## config.mk

```make
export PLATFORM = sky130hd
export DESIGN_NAME = mc_mem_stage
export DESIGN_NICKNAME = d
export VERILOG_FILES = /design/src/rtl/mc_mem_stage_pkg.sv /design/src/rtl/mc_mem_stage_pc_unit.sv /design/src/rtl/mc_mem_stage.sv
export SDC_FILE = /design/constraint.sdc
export NUM_CORES = 1
export LEC_CHECK = 0
export BUFFER_PORTS_ARGS = -buffer_cell sky130_fd_sc_hd__buf_2
export CORE_MARGIN = 8
export CORE_UTILIZATION = 48
export DETAILED_ROUTE_END_ITERATION = 10
export HOLD_SLACK_MARGIN = 0.06
export PLACE_DENSITY_LB_ADDON = 0.05
export SLEW_MARGIN = 20
export SYNTH_ARGS = -nofsm -noshare
export SYNTH_HDL_FRONTEND = slang
export SYNTH_HIERARCHICAL = 1
export SYNTH_SLANG_ARGS = --single-unit
```

## constraint.sdc

```tcl
create_clock -name clk -period 2.5 [get_ports clk]
set_input_delay 0.375 -clock clk [delete_from_list [all_inputs] [get_ports clk]]
set_output_delay 0.375 -clock clk [all_outputs]
set_load 0.1 [all_outputs]
```

## src/rtl/mc_mem_stage_pkg.sv

```systemverilog
// Shared definitions for the multicycle MIPS memory stage: PC source selects,
// memory FSM encodings and the NOP word used when a read is abandoned.
package mc_defs;

  localparam int DATA_W = 32;

  localparam logic [1:0] PCSRC_INC  = 2'b00;
  localparam logic [1:0] PCSRC_BR   = 2'b01;
  localparam logic [1:0] PCSRC_JMP  = 2'b10;
  localparam logic [1:0] PCSRC_HOLD = 2'b11;

  typedef enum logic [1:0] {
    MS_IDLE = 2'b00,
    MS_RD   = 2'b01,
    MS_WR   = 2'b10
  } mstate_e;

  localparam logic [DATA_W-1:0] NOP_WORD = 32'h0;

endpackage

```

## src/rtl/mc_mem_stage_pc_unit.sv

```systemverilog
// Program counter register with next-PC select (increment, branch, jump, hold).
module mc_pc_unit
  import mc_defs::*;
#(
  parameter logic [DATA_W-1:0] RESET_PC = 32'h0000_0000
) (
  input  logic              clk,
  input  logic              rst,
  input  logic              write_pc,
  input  logic [1:0]        pcsource,
  input  logic [DATA_W-1:0] alu_result,
  input  logic [DATA_W-1:0] alu_out,
  input  logic [25:0]       ir_target,
  output logic [DATA_W-1:0] pc
);

  logic [DATA_W-1:0] pc_nxt;

  always_comb begin
    pc_nxt = pc;
    case (pcsource)
      PCSRC_INC:  pc_nxt = alu_result;
      PCSRC_BR:   pc_nxt = alu_out;
      PCSRC_JMP:  pc_nxt = {pc[31:28], ir_target, 2'b00};
      default:    pc_nxt = pc;
    endcase
  end

  always_ff @(posedge clk) begin
    if (rst)
      pc <= RESET_PC;
    else if (write_pc)
      pc <= pc_nxt;
  end

endmodule

```

## src/rtl/mc_mem_stage.sv

```systemverilog
// Memory-side stage of the multicycle MIPS datapath: PC/IR/DR ownership and a
// handshaked word memory port with timeout. Optional MC_MISALIGN_CHECK_EN.
module mc_mem_stage
  import mc_defs::*;
#(
  parameter logic [DATA_W-1:0] RESET_PC = 32'h0000_0000,
  parameter int unsigned       AW       = 10,
  parameter int unsigned       TIMEOUT  = 16
) (
  input  logic              clk,
  input  logic              rst,
  input  logic              write_pc,
  input  logic              iord,
  input  logic              write_mem,
  input  logic              write_dr,
  input  logic              write_ir,
  input  logic [1:0]        pcsource,
  input  logic [DATA_W-1:0] alu_result,
  input  logic [DATA_W-1:0] alu_out,
  input  logic [DATA_W-1:0] b_data,
  output logic [AW-1:0]     mem_addr,
  output logic [DATA_W-1:0] mem_wdata,
  output logic              mem_re,
  output logic              mem_we,
  input  logic [DATA_W-1:0] mem_rdata,
  input  logic              mem_ack,
  output logic [DATA_W-1:0] pc,
  output logic [DATA_W-1:0] ir_data,
  output logic [DATA_W-1:0] dr_data,
  output logic              busy,
  output logic              timeout_err,
`ifdef MC_MISALIGN_CHECK_EN
  output logic              misalign_err,
`endif
  output logic              proto_err
);

  localparam logic [15:0] TO_LAST = 16'(TIMEOUT - 1);

  mstate_e       st, st_nxt;
  logic [15:0]   cnt;
  logic          dst_ir;
  logic          rd_req, any_req, mis;
  logic [AW-1:0] req_addr;
  logic          unused_addr_bits;

  mc_pc_unit #(.RESET_PC(RESET_PC)) u_pc (
    .clk        (clk),
    .rst        (rst),
    .write_pc   (write_pc),
    .pcsource   (pcsource),
    .alu_result (alu_result),
    .alu_out    (alu_out),
    .ir_target  (ir_data[25:0]),
    .pc         (pc)
  );

  assign rd_req   = write_ir | write_dr;
  assign any_req  = rd_req | write_mem;
  assign req_addr = iord ? alu_out[AW+1:2] : pc[AW+1:2];
  assign unused_addr_bits = ^{alu_out[DATA_W-1:AW+2], alu_out[1:0]};

`ifdef MC_MISALIGN_CHECK_EN
  assign mis = any_req && (iord ? (|alu_out[1:0]) : (|pc[1:0]));
`else
  assign mis = 1'b0;
`endif

  always_ff @(posedge clk) begin
    if (rst)
      st <= MS_IDLE;
    else
      st <= st_nxt;
  end

  always_comb begin
    st_nxt = st;
    case (st)
      MS_IDLE: begin
        if (rd_req && !mis)
          st_nxt = MS_RD;
        else if (write_mem && !mis)
          st_nxt = MS_WR;
      end
      MS_RD, MS_WR: begin
        if (mem_ack || cnt == TO_LAST)
          st_nxt = MS_IDLE;
      end
      default: st_nxt = MS_IDLE;
    endcase
  end

  always_comb begin
    mem_re = (st == MS_RD);
    mem_we = (st == MS_WR);
  end

  // Request capture, completion/abort and sticky error flags
  always_ff @(posedge clk) begin
    if (rst) begin
      ir_data     <= '0;
      dr_data     <= '0;
      mem_addr    <= '0;
      mem_wdata   <= '0;
      cnt         <= '0;
      dst_ir      <= 1'b0;
      busy        <= 1'b0;
      timeout_err <= 1'b0;
      proto_err   <= 1'b0;
`ifdef MC_MISALIGN_CHECK_EN
      misalign_err <= 1'b0;
`endif
    end else begin
      busy <= (st_nxt != MS_IDLE);
      if (st == MS_IDLE) begin
        if ((rd_req && write_mem) || (write_ir && write_dr))
          proto_err <= 1'b1;
        if (any_req && mis) begin
`ifdef MC_MISALIGN_CHECK_EN
          misalign_err <= 1'b1;
`endif
          if (write_ir)
            ir_data <= NOP_WORD;
          else if (write_dr)
            dr_data <= NOP_WORD;
        end else if (any_req) begin
          mem_addr <= req_addr;
          cnt      <= '0;
          dst_ir   <= write_ir;
          if (!rd_req)
            mem_wdata <= b_data;
        end
      end else begin
        if (any_req)
          proto_err <= 1'b1;
        if (mem_ack) begin
          if (st == MS_RD) begin
            if (dst_ir)
              ir_data <= mem_rdata;
            else
              dr_data <= mem_rdata;
          end
        end else if (cnt == TO_LAST) begin
          // Abandoned fetch executes as a NOP rather than stale data
          timeout_err <= 1'b1;
          if (st == MS_RD) begin
            if (dst_ir)
              ir_data <= NOP_WORD;
            else
              dr_data <= NOP_WORD;
          end
        end else begin
          cnt <= cnt + 16'd1;
        end
      end
    end
  end

endmodule

```

* Word level (Yosys, flattened, before mapping)
Index checks and enable logic that the tools add are counted.
Operators by class: add/sub/neg operators 1, equality and inequality tests 11, muxes and demuxes 25, bitwise operators 7, reduce and logical (&&, ||, !) cells 21
Operators with widths (number):
- two-way mux 32 bit | 12
- case mux 32 bit (3 select lines) | 1
- two-way mux 16 bit | 4
- adder 16 x 1 -> 16 bit, second input constant | 1
- == test 16 x 4 -> 1 bit, second input constant | 1
- AND reduction 3 bit | 4
- two-way mux 10 bit | 1
- AND reduction 5 bit | 2
- nonzero test 2 bit | 4
- two-way mux 2 bit | 3
- inequality test 2 x 1 -> 1 bit, second input constant | 3
- inequality test 2 bit, second input constant | 3
- AND reduction 2 bit | 3
- inverter 1 bit | 5
- == test 2 x 1 -> 1 bit, second input constant | 2
- == test 2 bit, second input constant | 2
- logical NOT 2 bit | 2
- case mux 2 bit (2 select lines) | 1
- two-way mux 1 bit | 3
- nonzero test 3 bit | 1
- logical AND 1 bit | 2
- logical OR 1 bit | 2
- bitwise OR 1 bit | 2
- OR reduction 2 bit | 1
Storage, ports and cells: bits in registers 160, input bits 138, output and inout bits 143, word-level logic and storage cells 77

* Longest topological paths before layout
depth in word-level cells 5, depth in mapped cells 7, gate-level depth less buffers 6

* Modules after synthesis
Netlist, hierarchy kept.
Modules (own cells, without submodules):
- mc_mem_stage | times used 1, cells each 604, area an instance 4961.0 um^2, seq. area each 2562.5 um^2
- mc_pc_unit | times used 1, cells each 221, area an instance 1786.7 um^2, seq. area each 640.6 um^2

* Worst setup path before layout
No wires, ideal clock.
path type register to register, start point register st[1], end point register dr_data[10], setup time 0.071 ns, arrival time 2.330 ns, data required time 2.429 ns, setup slack 0.099 ns, stages on the path, launching flop included 8, buffers on the path 1, period minus slack after synthesis 2.401 ns, path through dfxtp_1 -> inv_1 -> ha_1 -> or3b_2 -> nor2_1 -> buf_2 -> nand2_1 -> a21oi_1
On the way: word-level cells in the longest chain between the ends 3, elaborated cells on any way between the ends 6, classes of those cells eq/ne (3); bitwise (1); reduce/logical (2)
Ends and longest elaborated chain:
- from (decl) | RTL line mc_mem_stage.sv:40 | mstate_e st, st_nxt;
- from (signal assigned) | RTL line mc_mem_stage.sv:73 | st <= st_nxt;
- == test 2 x 1 -> 1 bit *
- net mem_re | RTL line mc_mem_stage.sv:23 | output logic mem_re,
- inequality test 2 bit (no source line)
- AND reduction 5 bit (no source line) *
- to (signal assigned) | RTL line mc_mem_stage.sv:141 | dr_data <= mem_rdata;
- to (decl) | RTL line mc_mem_stage.sv:29 | output logic [DATA_W-1:0] dr_data,
The timed path passes the listed nets; every way through them passes the cells marked *. A chain may end at the register's enable or synchronous reset.

* Final worst setup path
start point register st[0], end point register cnt[14]
On the way: word-level cells in the longest chain between the ends 3, elaborated cells on any way between the ends 6, classes of those cells eq/ne (3); mux (1); reduce/logical (2)
Ends and longest elaborated chain:
- logical NOT 2 bit * | RTL line mc_mem_stage.sv:115 | if (st == MS_IDLE) begin
- inequality test 2 x 1 -> 1 bit (no source line) or inequality test 2 bit (tied branches)
- AND reduction 3 bit (no source line)
- to (signal assigned) | RTL line mc_mem_stage.sv:153 | cnt <= cnt + 16'd1;
- to (decl) | RTL line mc_mem_stage.sv:41 | logic [15:0] cnt;
Every way passes the cells marked *; elsewhere a longest branch is shown, timed or not.

==> impl_metrics.yaml <==
routing:
  wl_um: 22500
  wl_per_cell_um: 17.6
  drc: 0
  drtIter0Drc: 626
  drtPass1Iterations: 7
  detail_route.vias_per_cell: 5.40
  ant_nets: 0
  vias: 6892
synthesis:
  synth-simple-area-share: 0.172
  syn_nets: 972
  syn_avg_cell_area_um2: 8.18
  ys_warn_count: 6
  synth_top_family_by_area: "compound AO/OA/AOI/OAI gates"
  synthXorXnorAreaFrac: 0.00519
  synth_seq_cells: 160
  synth-seq-area-share: 0.475
  syn_inst: 825
  ys_types: 48
  syn-cell-area_mm2: 0.00675
  muxShareOfSynthArea: 0.0178
  synthAdderAreaFrac: 0.0167
  synth-compound-area-share: 0.259
place:
  hpwl_um: 16500
  place_area_mm2: 0.00830
  pre_cts_ws_ns: 0.304
  gp_congestion: 0.811
  dp.cells: 1241
  port_buffers: 280
floorplanning:
  initial_utilization: 0.488
  die_x_um: 135
  num_io_pins: 281
  die_area_mm2: 0.0181
  core_area_mm2: 0.0138
  num_rows: 43
  chipHeight_um: 135
power:
  max-vdd-ir-drop_mv: 0.461
  p_leak_nw: 3.83
  p_total_mw: 6.40
  power.density_mw_per_mm2: 723
clock_tree:
  clk_pin_slew_ns: 0.06
  cts_buffers: 17
  cts_setup_buffers: 0
  cts_resized: 0
  cts_num_sinks: 160
  clock_path_buffers: 2
  cts_tree: "built"
  ctsHoldBuffers: 0
  root_buffer: "clkbuf_16"
  insertion_delay_ns: 0.42
  htree_num_levels: 4
timing:
  finalMaxSlewViolations: 0
  layout_setup_ws_ns: 0.246
  finalHoldViolCount: 0
  setup_viol_count_final: 0
  fmax_ghz: 0.444
  timing.final.crit_share: 0.902
  fin_crit_ns: 2.25
  slew_headroom: 0.487
  fin_tns_setup_ns: 0
  hold_ws_ns: 0.186
  worstMarginPinSlew_ns: 0.762
  fin_skew_ns: 0.00748
  rsz0062_at_grt: "false"
finish:
  stdcell_area_mm2: 0.00885
  instances_no_fill: 1277
  syn_to_final_growth_pct: 31.2
  fin_util: 0.640
  nets: 1227
  drive_above_1_share: 0.320
global_routing:
  grt_overflow: 0
  grt_pass1_vias: 6500
  grt_max_degree: 68
  antenna_found_initial: 5
  grt_pass1_wl_um: 35100
  track_usage: 0.241
outcome:
  status: "completed"
worst_hold_path:
  worstHoldPathType: "in2reg"
critical_path:
  crit_required_ns: 2.84
  cp-start-kind: "flop"
  cp.arrival_ns: 2.60
  worst-path-max-fanout: 10
  setup.worst_path.class: "reg2reg"
  endpoint_kind: "flop"
run:
  drv_cap: 0
[area by class of cell]
cell class	count	area, µm²
antenna	4	10.0
clock buffer	20	457
clock inverter	12	87.6
fill	1308	4980
inverter	8	30.0
multi-input combinational	588	3200
sequential	160	3200
tap	180	225
timing repair buffer	305	1640
[worst max-delay path: stages (launching register included)]
cell and delay [ns]:
dfxtp_1 0.41, inv_1 0.11, ha_1 0.33, or3b_1 0.41
or3_4 0.37, or4_1 0.40, a21oi_1 0.15
[Yosys cell counts (all sizes together)]
cell     number  area [µm²]
mux2i        12         120
a211o        26         228
nand2b        2        12.5
a2111oi       1        8.76
dfxtp       160        3200
nor3          2        10.0
xor2          3        26.3
a22oi        28         215
nor2         51         191
o211ai        1        7.51
or3b          2        17.5
and3          6        37.5
buf          23         165
o31a          1        8.76
ha            9         113
o21ba         1        10.0
inv           8        30.0
or3           7        50.1
nand4bb       1        11.3
a211oi       13        97.6
or4           5        42.5
a21oi       146         731
and4          1        8.76
a311oi        4        35.0
o21ai        69         345
nand2       164         616
o31ai         6        45.0
or2           2        12.5
nor2b         2        12.5
clkbuf       46         174
nand3         8        40.0
a41oi         1        16.3
nor4          6        37.5
nand4         6        52.6
nand3b        1        7.51
xnor2         1        8.76
[metal layers]
| layer | up-vias | global-route usage | wire, µm | part of all wire |
|---|---|---|---|---|
| met1 | 3164 | 0.309 | 9640 | 0.43 |
| li1 | 3423 | - | - | - |
| met2 | 278 | 0.363 | 10300 | 0.46 |
| met4 | 2 | 0.0867 | 302 | 0.013 |
| met3 | 25 | 0.0914 | 2230 | 0.099 |
| met5 | - | 0 | 13 | 0.00058 |
[flip-flops by register name, summed over array words and instances, names as in the netlist]
register and flops:
dr_data 32, ir_data 32, mem_addr 10, proto_err 1
u_pc/pc 32, mem_wdata 32, cnt 16, timeout_err 1
st 2, busy 1, dst_ir 1
[report_power, final]
group	switching, mW	internal, mW
Sequential	0.0494	2.64
Combinational	1.02	0.299
Clock	1.07	1.32
[worst paths after layout]
path	to	slack, ns	cells past startpoint	from
setup / recovery	cnt[14]	0.25	6	st[0]
hold / removal	mem_wdata[2]	0.19	3	b_data[2]
setup reg to reg	cnt[14]	0.25	6	st[0]
hold reg to reg	mem_wdata[21]	0.45	2	mem_wdata[21]
[cell usage in the layout (no fill, tap or decap), drive strengths merged, types with 7 or more instances in the layout]
| cell type | n |
|---|---|
| a211oi | 13 |
| nor2 | 51 |
| ha | 9 |
| o21ai | 69 |
| or3 | 7 |
| nand3 | 8 |
| a21oi | 146 |
| dfxtp | 160 |
| clkbuf | 20 |
| buf | 305 |
| a22oi | 28 |
| nand2 | 164 |
| mux2i | 12 |
| inv | 9 |
| a211o | 26 |
[cells by family (layout without fill, tap and decap cells)]
logic type,count (synthesis),in the layout
AOI/OAI and AO/OA,297,297
and+or+nand+nor,266,266
DFF,160,160
buffers and inverters,77,345
muxes,12,12
adders and majority gates,9,9
xor gates and xnor gates,4,4
other,0,4
Power figures use the tool's default switching activity.
